## src/rtl/lc3_mem_pkg.sv

```systemverilog
// Shared definitions for the LC-3 memory controller slice.
//   mem_state_t : access sequencer states
//   WORD_W      : data/address width of the processor bus
//   REG_RST     : reset value of MAR and MDR
//   CNT_W       : width of the strobe wait counter (covers WAIT_CYCLES 1..15)
package lc3_mem_pkg;

  localparam int WORD_W = 16;
  localparam int CNT_W  = 4;

  localparam logic [15:0] REG_RST = 16'h0000;

  typedef enum logic [1:0] {
    IDLE    = 2'd0,
    RD_WAIT = 2'd1,
    WR_WAIT = 2'd2,
    DONE    = 2'd3
  } mem_state_t;

endpackage

```

## src/rtl/mem_wait_counter.sv

```systemverilog
// Wait-cycle counter for the SRAM strobe window.
//   clk      : system clock
//   rst      : synchronous active-high reset
//   clear    : force the count to zero
//   enable   : advance the count by one
//   terminal : high while enabled and the count sits on the last strobe cycle
module mem_wait_counter
  import lc3_mem_pkg::*;
#(
  parameter int WAIT_CYCLES = 2
) (
  input  logic clk,
  input  logic rst,
  input  logic clear,
  input  logic enable,
  output logic terminal
);

  localparam logic [CNT_W-1:0] LAST = CNT_W'(WAIT_CYCLES - 1);

  logic [CNT_W-1:0] count;

  always_ff @(posedge clk) begin
    if (rst) begin
      count <= '0;
    end else if (clear) begin
      count <= '0;
    end else if (enable) begin
      count <= count + CNT_W'(1);
    end
  end

  assign terminal = enable && (count == LAST);

endmodule

```

## src/rtl/lc3_mem_ctrl.sv

```systemverilog
// LC-3 memory controller: MAR/MDR registers and the asynchronous SRAM handshake.
//   Clk, Reset          : clock, synchronous active-high reset
//   DataBus             : shared processor bus, source for MAR/MDR loads
//   LD_MAR, LD_MDR      : register load strobes (honoured only when idle)
//   mem_rd, mem_wr      : access requests (sampled only when idle, read wins)
//   mem_rdata           : SRAM read data, captured into MDR at end of read
//   MAR, MDR            : address / data registers (MDR feeds MDR_bus)
//   mem_addr, mem_wdata : SRAM address and write data (copies of MAR / MDR)
//   CE_N, OE_N, WE_N    : registered active-low SRAM strobes
//   ready               : one-cycle completion pulse
//   busy                : high whenever an access is in progress
module lc3_mem_ctrl
  import lc3_mem_pkg::*;
#(
  parameter int WAIT_CYCLES = 2,
  parameter int WORD_W      = 16
) (
  input  logic              Clk,
  input  logic              Reset,
  input  logic [WORD_W-1:0] DataBus,
  input  logic              LD_MAR,
  input  logic              LD_MDR,
  input  logic              mem_rd,
  input  logic              mem_wr,
  input  logic [WORD_W-1:0] mem_rdata,
  output logic [WORD_W-1:0] MAR,
  output logic [WORD_W-1:0] MDR,
  output logic [WORD_W-1:0] mem_addr,
  output logic [WORD_W-1:0] mem_wdata,
  output logic              CE_N,
  output logic              OE_N,
  output logic              WE_N,
  output logic              ready,
  output logic              busy
);

  mem_state_t state;
  mem_state_t state_nxt;
  logic       in_wait;
  logic       term;

  assign in_wait = (state == RD_WAIT) || (state == WR_WAIT);

  mem_wait_counter #(
    .WAIT_CYCLES(WAIT_CYCLES)
  ) u_wait (
    .clk     (Clk),
    .rst     (Reset),
    .clear   (!in_wait),
    .enable  (in_wait),
    .terminal(term)
  );

  always_ff @(posedge Clk) begin
    if (Reset) begin
      state <= IDLE;
    end else begin
      state <= state_nxt;
    end
  end

  always_comb begin
    state_nxt = state;
    case (state)
      IDLE: begin
        if (mem_rd) begin
          state_nxt = RD_WAIT;
        end else if (mem_wr) begin
          state_nxt = WR_WAIT;
        end
      end
      RD_WAIT: if (term) state_nxt = DONE;
      WR_WAIT: if (term) state_nxt = DONE;
      DONE:    state_nxt = IDLE;
      default: state_nxt = IDLE;
    endcase
  end

  // Strobes and ready are flops loaded from the next state, so they line up
  // exactly with the state register and never glitch.
  always_ff @(posedge Clk) begin
    if (Reset) begin
      CE_N  <= 1'b1;
      OE_N  <= 1'b1;
      WE_N  <= 1'b1;
      ready <= 1'b0;
      busy  <= 1'b0;
    end else begin
      CE_N  <= !((state_nxt == RD_WAIT) || (state_nxt == WR_WAIT));
      OE_N  <= !(state_nxt == RD_WAIT);
      WE_N  <= !(state_nxt == WR_WAIT);
      ready <= (state_nxt == DONE);
      busy  <= (state_nxt != IDLE);
    end
  end

  // Loads only land while idle, on the same edge a request is accepted, so the
  // access that starts uses the freshly loaded address/data.
  always_ff @(posedge Clk) begin
    if (Reset) begin
      MAR <= WORD_W'(REG_RST);
      MDR <= WORD_W'(REG_RST);
    end else if (state == IDLE) begin
      if (LD_MAR) MAR <= DataBus;
      if (LD_MDR) MDR <= DataBus;
    end else if ((state == RD_WAIT) && term) begin
      MDR <= mem_rdata;
    end
  end

  assign mem_addr  = MAR;
  assign mem_wdata = MDR;

endmodule

```

## config.mk

```make
export PLATFORM = sky130hd
export DESIGN_NAME = lc3_mem_ctrl
export DESIGN_NICKNAME = d
export VERILOG_FILES = /design/src/rtl/lc3_mem_pkg.sv /design/src/rtl/mem_wait_counter.sv /design/src/rtl/lc3_mem_ctrl.sv
export SDC_FILE = /design/constraint.sdc
export NUM_CORES = 1
export LEC_CHECK = 0
export CAP_MARGIN = 25
export CORE_UTILIZATION = 41
export CTS_BUF_LIST = sky130_fd_sc_hd__clkbuf_2
export CTS_CLUSTER_DIAMETER = 80
export DETAILED_ROUTE_END_ITERATION = 10
export HOLD_SLACK_MARGIN = 0.03
export PLACE_DENSITY_LB_ADDON = 0.25
export RECOVER_POWER = 50
export SETUP_SLACK_MARGIN = 0.1
export SLEW_MARGIN = 5
export SYNTH_ARGS = -nofsm -noshare
export SYNTH_HDL_FRONTEND = slang
export SYNTH_SLANG_ARGS = --single-unit
export TNS_END_PERCENT = 50
```

## constraint.sdc

```tcl
create_clock -name Clk -period 2.61 [get_ports Clk]
set_clock_uncertainty 0.2 [all_clocks]
set_input_delay 0.261 -clock Clk [delete_from_list [all_inputs] [get_ports Clk]]
set_output_delay 0.261 -clock Clk [all_outputs]
set_load 0.02 [all_outputs]
```

Word level (Yosys, flattened, before mapping)
Cells that the tools add are included.
{"block": "totals", "register_bits": 43, "inputBits": 38, "out_inout_bits": 69, "wordCells": 40}
{"block": "op_classes", "addsub": 1, "n_eq_ne": 8, "muxes": 7, "bitwise_logic": 1, "reduce_logical": 14}
{"operator": "$mux W16", "count": 3}
{"operator": "$eq A2 B2 Y1 const B", "count": 4}
{"operator": "$mux W2", "count": 3}
{"operator": "$pmux W2 S3", "count": 1}
{"operator": "$add A4 B1 Y4 const B", "count": 1}
{"operator": "$eq A2 B1 Y1 const B", "count": 2}
{"operator": "$eq A4 B1 Y1 const B", "count": 1}
{"operator": "$reduce_and A2 Y1", "count": 2}
{"operator": "$reduce_bool A2 Y1", "count": 2}
{"operator": "$reduce_or A2 Y1", "count": 2}
{"operator": "$logic_not A1 Y1", "count": 3}
{"operator": "$logic_and A1 B1 Y1", "count": 2}
{"operator": "$logic_not A2 Y1", "count": 1}
{"operator": "$logic_or A1 B1 Y1", "count": 2}
{"operator": "$ne A2 B2 Y1 const B", "count": 1}
{"operator": "$not A1 Y1", "count": 1}

Longest topological paths before layout
Gate-level depths: netlist of run 1.
{"block": "logic_depth", "ltp_word": 8, "ltp_mapped": 8, "mapped_depth_nobuf": 8}

Cells and area by module
Synthesis of run 1 repeated with hierarchy kept, for this count alone.
{"block": "hier_totals", "hier_cells": 229, "area_unflattened_um2": 2105.8}
{"module": "lc3_mem_ctrl", "n_inst": 1, "cells_each": 210, "area_per_inst_um2": 1905.6, "seq_area_each_um2": 780.7}
{"module": "mem_wait_counter", "n_inst": 1, "cells_each": 19, "area_per_inst_um2": 200.2, "seq_area_each_um2": 80.1}

Least setup slack after synthesis of run 1
No wires, ideal clock.
{"block": "synth_timing", "path_kind": "register to register", "startpoint": "reg state[0]", "endpoint": "reg CE_N", "setup_time_ns": 0.123, "arrival_time_ns": 1.838, "required_ns": 2.287, "setup_slack_ns": 0.449, "path_stages_with_launch": 8, "path_buffers": 1, "synth_period_minus_slack_ns": 2.161, "path_cell_list": "dfxtp_1 -> inv_1 -> ha_1 -> buf_4 -> o32ai_1 -> inv_1 -> ha_1 -> or2_2"}
{"block": "synth_between", "elab_chain_len": 8, "word_cells_on_any_way": 15, "cone_classes": "eq/ne (5); mux (4); reduce/logical (6)"}
{"item": "start: declaration", "line_no": "lc3_mem_ctrl.sv:37", "source": "mem_state_t state;"}
{"item": "start signal: assignment", "line_no": "lc3_mem_ctrl.sv:58", "source": "state <= state_nxt;"}
{"item": "$eq A2 B1 Y1 or $eq A2 B2 Y1 (tied branches)", "line_no": "lc3_mem_ctrl.sv:42, lc3_mem_ctrl.sv:64"}
{"item": "$logic_or A1 B1 Y1", "line_no": "lc3_mem_ctrl.sv:42", "source": "assign in_wait = (state == RD_WAIT) || (state == WR_WAIT);"}
{"item": "$logic_and A1 B1 Y1", "line_no": "mem_wait_counter.sv:33", "source": "assign terminal = enable && (count == LAST);"}
{"item": "$mux W2", "line_no": "lc3_mem_ctrl.sv:72, lc3_mem_ctrl.sv:73"}
{"item": "$pmux W2 S3 *", "line_no": "lc3_mem_ctrl.sv:64", "source": "case (state)"}
{"item": "$eq A2 B1 Y1 or $eq A2 B2 Y1 (tied branches)", "line_no": "lc3_mem_ctrl.sv:89", "source": "CE_N <= !((state_nxt == RD_WAIT) || (state_nxt == WR_WAIT));"}
{"item": "$logic_or A1 B1 Y1 *", "line_no": "lc3_mem_ctrl.sv:89"}
{"item": "$logic_not A1 Y1 *", "line_no": "lc3_mem_ctrl.sv:89"}
{"item": "end signal: assignment", "line_no": "lc3_mem_ctrl.sv:89"}
{"item": "end: declaration", "line_no": "lc3_mem_ctrl.sv:30", "source": "output logic CE_N,"}
Mark *: on every way between the ends. The rest lies on a longest branch, timed or not.
A chain may end at the register's enable or synchronous reset.

Worst setup path in the final report of run 1
Ends and elaborated chain as after synthesis.

==> results of run 1 <==
-- layout make-up --
| type | count | area, um^2 | share of cell area |
|---|---|---|---|
| clock buffers | 6 | 30.0 | 0.0101 |
| clock inverters | 2 | 7.51 | 0.00252 |
| inverters | 5 | 18.8 | 0.00630 |
| multi-input cells | 131 | 887 | 0.298 |
| flip-flops and latches | 43 | 861 | 0.289 |
| well taps | 67 | 83.8 | 0.0281 |
| repair buffers | 109 | 1090 | 0.366 |
-- flip-flops by register name, indices dropped and copies added (netlist names) --
name,flops
MAR,16
MDR,16
u_wait.count,4
state,2
CE_N,1
OE_N,1
WE_N,1
busy,1
ready,1
-- worst max-delay path by stage --
stage | startpoint | cells past startpoint | slack [ns] | endpoint
finish | state[0]$_SDFF_PP0_ | 6 | 0.39 | CE_N$_SDFF_PP1_
detailed placement | mem_wr | 7 | 0.37 | CE_N$_SDFF_PP1_
global placement | mem_wr | 7 | 0.45 | CE_N$_SDFF_PP1_
floorplan | state[0]$_SDFF_PP0_ | 7 | 0.45 | CE_N$_SDFF_PP1_
CTS | state[0]$_SDFF_PP0_ | 6 | 0.36 | CE_N$_SDFF_PP1_
global route | u_wait.count[1]$_SDFF_PP0_ | 7 | 0.21 | CE_N$_SDFF_PP1_
-- layout by cell type (no fill, tap or decap) --
master           Yosys  final
nor2_1              12     12
clkinv_1             0      2
nand3_1              1      1
a21oi_1             17     17
xor2_1               1      1
nand2_1             35     35
dfxtp_1             43     43
nor2_2              10     10
mux2i_1             16     16
nor3b_1              0      1
nand2b_1             3      3
nor2b_1              4      4
inv_1                5      5
clkdlybuf4s50_1      0     56
a211oi_2            14     14
a32o_2               1      1
dlygate4sd3_1        0     49
o32ai_1              1      1
xnor2_1              1      1
clkbuf_2             0      6
buf_12               0      1
and2_1               1      1
and3_1               1      1
or2_2                1      1
buf_2                2      1
ha_1                 7      7
o21ai_0              1      1
a211oi_1             2      2
o21a_1               1      1
buf_4               35      2
-- power groups by stage --
stage	sequential, mW	clock (mW)	combinational, mW
2_1_floorplan	0.884	0	0.445
3_3_place_gp	0.803	0	0.790
3_5_place_dp	0.806	0	0.796
4_1_cts	0.793	0.280	0.799
5_1_grt	0.799	0.304	0.816
6_report	0.787	0.264	0.761
-- synthesized netlist by cell type --
library cell	n	area share
buf_4	35	0.13
o32ai_1	1	0.0042
xor2_1	1	0.0042
and3_1	1	0.0030
inv_1	5	0.0090
nand2_1	35	0.063
nor2b_1	4	0.012
xnor2_1	1	0.0042
ha_1	7	0.042
o21a_1	1	0.0036
o21ai_0	1	0.0024
clkbuf_1	5	0.0090
a211oi_1	2	0.0072
a21oi_1	17	0.041
nor3b_2	1	0.0060
a211oi_2	14	0.084
nand2b_1	3	0.0090
a32o_2	1	0.0054
nand3_1	1	0.0024
buf_2	2	0.0048
mux2i_1	16	0.077
dfxtp_1	43	0.41
nor2_1	12	0.022
nor2_2	10	0.030
and2_1	1	0.0030
buf_6	2	0.011
or2_2	1	0.0030
-- routing by layer --
layer | GRT usage | wire length, um
met1 | 0.214 | 2050
met5 | 0 | 0
met4 | 0.0513 | 53
met3 | 0.0453 | 264
met2 | 0.286 | 2190
-- logic make-up (layout without fill, tap and decap cells) --
family	after synthesis	after routing	share of synthesized area
AND/OR/NAND/NOR	69	69	0.153
buffers and inverters	49	122	0.160
flip-flops	43	43	0.413
AO/OA/AOI/OAI	37	37	0.148
multiplexers	16	16	0.0768
adder cells (fa/ha/maj)	7	7	0.0420
XOR/XNOR	2	2	0.00840
==> results by group, run 1 <==
Placement
  – Post-DP HPWL: 3440 um
  – Placement Setup Slack: 0.369 ns
  – GPL Wtd Cong: 0.718
  – PortBufs: 106
  – Placed cells: 355
  – Post-Place Cell Area: 2950 um^2

Timing
  – Setup TNS: 0 ns
  – Final slew viol count: 0
  – # setup viols final: 0
  – Worst-Margin Slew: 0.609 ns
  – Fin worst setup slack: 0.394 ns
  – Worst relative slew slack: 0.593
  – Min Clock Period, post-route: 2.22 ns
  – Unrepaired setup endpoints after global routing: no
  – F_max: 451 MHz
  – Hold WS: 0.118 ns
  – Final hold violations: 0
  – Final Cycle Share: 0.849

Setup path
  – Data arrival, critical path: 2.31 ns
  – Crit-path cells: inv_1 -> ha_1 -> o32ai_1 -> inv_1 -> ha_1 -> or2_2
  – CP Max Fanout: 6
  – Worst EP required: 2.70 ns
  – Reg2Reg Setup Slack: 0.39 ns
  – Reg2Reg Depth: 6
  – CP max stage delay: 0.52 ns
  – Crit end category: flop
  – Crit path max-delay family: adder cells
  – R2r endpoint: CE_N$_SDFF_PP1_
  – CP Launch Type: flop
  – WS Path Type: flop to flop
  – Worst-path cell with the longest stage delay: o32ai_1
  – RR Startpoint: state[0]$_SDFF_PP0_
  – Worst path bufs/invs: 2

Clock network
  – Root Driver: clkbuf_2
  – Clk sinks: 43
  – Maximum buffer depth of the clock tree: 2
  – Clock transition at path regs: 0.19 ns
  – TritonCTS clock tree: built
  – CTS H-Tree Depth: 2
  – Resized cells post-CTS: 0
  – Hold_buf cts: 0
  – Total CTS buffers: 5
  – Post CTS Setup Buffer Count: 0
  – Worst-Skew Late Latency: 0.38 ns

Flow run
  – Max-cap violations: 0

Floorplan
  – # IOs: 107
  – Die H: 73.3 um
  – FP Rows: 25
  – Die X: 73.3 um
  – Die area: 5380 um^2
  – Starting Density: 0.433
  – Core Area: 4820 um^2

Min path
  – WHS Endpoint: state[1]$_SDFF_PP0_
  – Min-Delay Startpoint: Reset
  – Worst Hold Class: input pin to flop
  – Hold path cells: 2

Final layout
  – Ant. Diodes: 0
  – Final Cell Area: 2980 um^2
  – Filler cells: 447
  – Fin cells: 363
  – # nets final: 340
  – Share of cells above drive strength 1: 0.122
  – Util after Layout: 0.618
  – Synth-to-layout area growth: 42.8%

Synth
  – Yosys warning count: 0
  – Mapped Area: 2090 um^2
  – Syn Area/Cell: 9.35 um^2
  – Register area share after synthesis: 0.413
  – Seq cells post-synth: 43
  – Syn_nets: 268
  – Yosys cell types: 27
  – Syn Inst Count: 223

Power
  – Part of the power in registers: 0.434
  – Maximum VDD drop: 0.000322 V
  – Switching part of the total power: 0.363
  – Combinational share of power: 0.420
  – NetSw: 0.658 mW
  – Power per cell area: 608 nW/um^2
  – Power share of the clock group: 0.146
  – P_leak: 1.28 nW
  – Overall power: 1.81 mW
  – Int Power: 1.15 mW

Drt
  – Final WL: 4560 um
  – DR WL/cell: 12.6 um
  – DRC viols: 0
  – DR vias/cell: 4.60
  – Drt pass-1 iters: 4
  – 1st-iter DRT viols: 45
  – DR vias: 1671
  – Antenna Nets Post-Route: 0

GRT
  – Vias in the first global route: 1461
  – Grt total ovfl: 0
  – Pin count of the biggest net entering global routing: 33
  – Global-route wire length before repair: 6890 um
  – Global Route Usage Sum: 0.170
  – Initial antenna violation count: 0

Run status
  – Run status: finished, final reports clean
No activity file was read; power rests on OpenSTA's default activity.
==> run 2, diff against run 1 <==
- clock period: 2.61 -> 2.2 ns (I/O delays scaled with it)
==> run 2 against run 1 <==
Register-to-register slack worse by 0.21 ns. Wire length is 8.5% higher. Via count is 2.1% higher. Flip-flop and latch count is the same. Core utilization grew 3.0 points. Total power is 31% higher. Clock power up 74%. Fmax increased by 10%. Largest cell class unchanged.
==> results by group, run 2 (synthesis results as in run 1) <==
Run status
  – Run status: finished, final reports clean

GRT
  – GR Layer Usage met3: 0.0439
  – Met2 Track Usage GR: 0.312
  – Vias in the first global route: 1569
  – Met1 usage: 0.240
  – Initial antenna violation count: 0
  – Grt total ovfl: 0
  – Gr busiest metal: met2
  – Global-route wire length before repair: 7630 um
  – Global Route Usage Sum: 0.190
  – Pin count of the biggest net entering global routing: 33

Setup path
  – Crit end category: flop
  – WS Path Type: flop to flop
  – Reg2Reg Setup Slack: 0.19 ns
  – Crit path launch: state[1]$_SDFF_PP0_
  – RR Startpoint: state[1]$_SDFF_PP0_
  – Worst-path cell with the longest stage delay: dfxtp_1
  – Crit-path cells: inv_1 -> ha_4 -> nor2b_4 -> o21ai_0 -> and3_1 -> ha_1 -> or2_2
  – CP Launch Type: flop
  – Data arrival, critical path: 2.14 ns
  – Worst EP required: 2.32 ns
  – CP max stage delay: 0.38 ns
  – CP Max Fanout: 4
  – Reg2Reg Depth: 7
  – R2r endpoint: CE_N$_SDFF_PP1_

Timing
  – Final Cycle Share: 0.915
  – Setup TNS: 0 ns
  – # setup viols final: 0
  – Final hold violations: 0
  – Hold WS: 0.164 ns
  – Worst relative slew slack: 0.655
  – Worst-Margin Slew: 0.516 ns
  – Fin worst setup slack: 0.186 ns
  – Final slew viol count: 0
  – Min Clock Period, post-route: 2.01 ns
  – Unrepaired setup endpoints after global routing: no
  – F_max: 497 MHz

Clock network
  – Hold_buf cts: 0
  – Worst-Skew Late Latency: 0.41 ns
  – Total CTS buffers: 5
  – Clock transition at path regs: 0.22 ns
  – CTS H-Tree Depth: 2
  – Root Driver: clkbuf_2
  – TritonCTS clock tree: built
  – Clk sinks: 43
  – Maximum buffer depth of the clock tree: 2

Floorplan
  – FP Rows: 25
  – Die area: 5380 um^2
  – Starting Density: 0.433
  – Core Area: 4820 um^2
  – Die X: 73.3 um
  – Die H: 73.3 um
  – # IOs: 107

Placement
  – Post-DP HPWL: 3800 um
  – Post-Place Cell Area: 3010 um^2
  – GPL Wtd Cong: 0.828
  – Placement Setup Slack: 0.0700 ns
  – PortBufs: 106

Final layout
  – Final Cell Area: 3120 um^2
  – Ant. Diodes: 0
  – Commonest non-fill, non-tap cells in the layout: clkdlybuf4s50_1, dlygate4sd3_1, dfxtp_1, nand2_1, a21oi_1
  – # nets final: 346
  – Synth-to-layout area growth: 49.8%
  – Most common cell after layout, fill and taps aside: clkdlybuf4s50_1
  – Biggest registers after layout: MAR: 16 flops, MDR: 16 flops, u_wait.count: 4 flops
  – Share of cells above drive strength 1: 0.159

Drt
  – DR WL/cell: 13.4 um
  – 1st-iter DRT viols: 76
  – DRC viols: 0
  – DR vias/cell: 4.62
  – DR vias: 1706
  – Drt pass-1 iters: 4
  – Antenna Nets Post-Route: 0
  – Final WL: 4950 um

Min path
  – Min-Delay Startpoint: DataBus[6]
  – Hold path cells: 3
  – Worst Hold Class: input pin to flop
  – WHS Endpoint: MAR[6]$_SDFFE_PP0P_

Power
  – P_leak: 1.33 nW
  – Maximum VDD drop: 0.000439 V
  – Power per cell area: 759 nW/um^2

Flow run
  – Max-cap violations: 0
[run 2: worst max path at each step]
stage,cells after the start,slack [ns],to
2_1_floorplan,7,0.13,CE_N$_SDFF_PP1_
3_3_place_gp,7,0.15,CE_N$_SDFF_PP1_
3_5_place_dp,8,0.07,CE_N$_SDFF_PP1_
4_1_cts,8,0.11,CE_N$_SDFF_PP1_
5_1_grt,7,0.08,CE_N$_SDFF_PP1_
6_report,7,0.19,CE_N$_SDFF_PP1_
[run 2: where the power goes]
part           internal (mW)  total [mW]  leakage (nW)  switching, mW
Combinational          0.474       0.978         0.934          0.504
Sequential             0.873       0.934         0.355         0.0616
Clock                  0.193       0.460        0.0410          0.267
Total                   1.54        2.37          1.33          0.833
[run 2: timing repair]
action	in CTS	in global routing
pin swaps	0	0
resized for setup	1	9
endpoints found under the setup margin	7	17
hold endpoints to repair	0	0
buffers inserted	1	0
[run 2: final cells by class]
class | count | area [um^2]
multi-input combinational | 131 | 937
sequential | 43 | 863
tap | 67 | 83.8
timing repair buffer | 115 | 1150
fill | 437 | 1690
inverter | 5 | 18.8
clock buffer | 5 | 25.0
clock inverter | 3 | 42.5
[run 2: worst max-delay path: cells and delay by family (launching register included)]
kind / cells / cell delay [ns]
AND/OR/NAND/NOR: 3 / 0.64
buffers and inverters: 1 / 0.08
adder cells (fa/ha/maj): 2 / 0.56
AO/OA/AOI/OAI: 1 / 0.07
flip-flops: 1 / 0.38
[run 2: metal layers]
metal  wire, um  part of all wire  vias to the layer above
met2       2470              0.50                       55
met5          0                 0                        -
li1           -                 -                      858
met1       2140              0.43                      782
met4        114             0.023                        0
met3        228             0.046                       11
[run 2: per-stage QoR]
| step | power (mW) | cells | utilization |
|---|---|---|---|
| after global placement | 1.91 | 360 | 0.625 |
| after global routing | 2.51 | 369 | 0.649 |
| after CTS | 2.40 | 369 | 0.641 |
| final | 2.37 | 369 | 0.649 |
| after detailed placement | 1.93 | 360 | 0.625 |
| after floorplan | 1.58 | 223 | - |
==> run 3, diff against run 2 <==
- SLEW_MARGIN: 5 -> 10
==> results of run 3 <==
The final DEF is identical to that of run 2; final timing and power are the same.
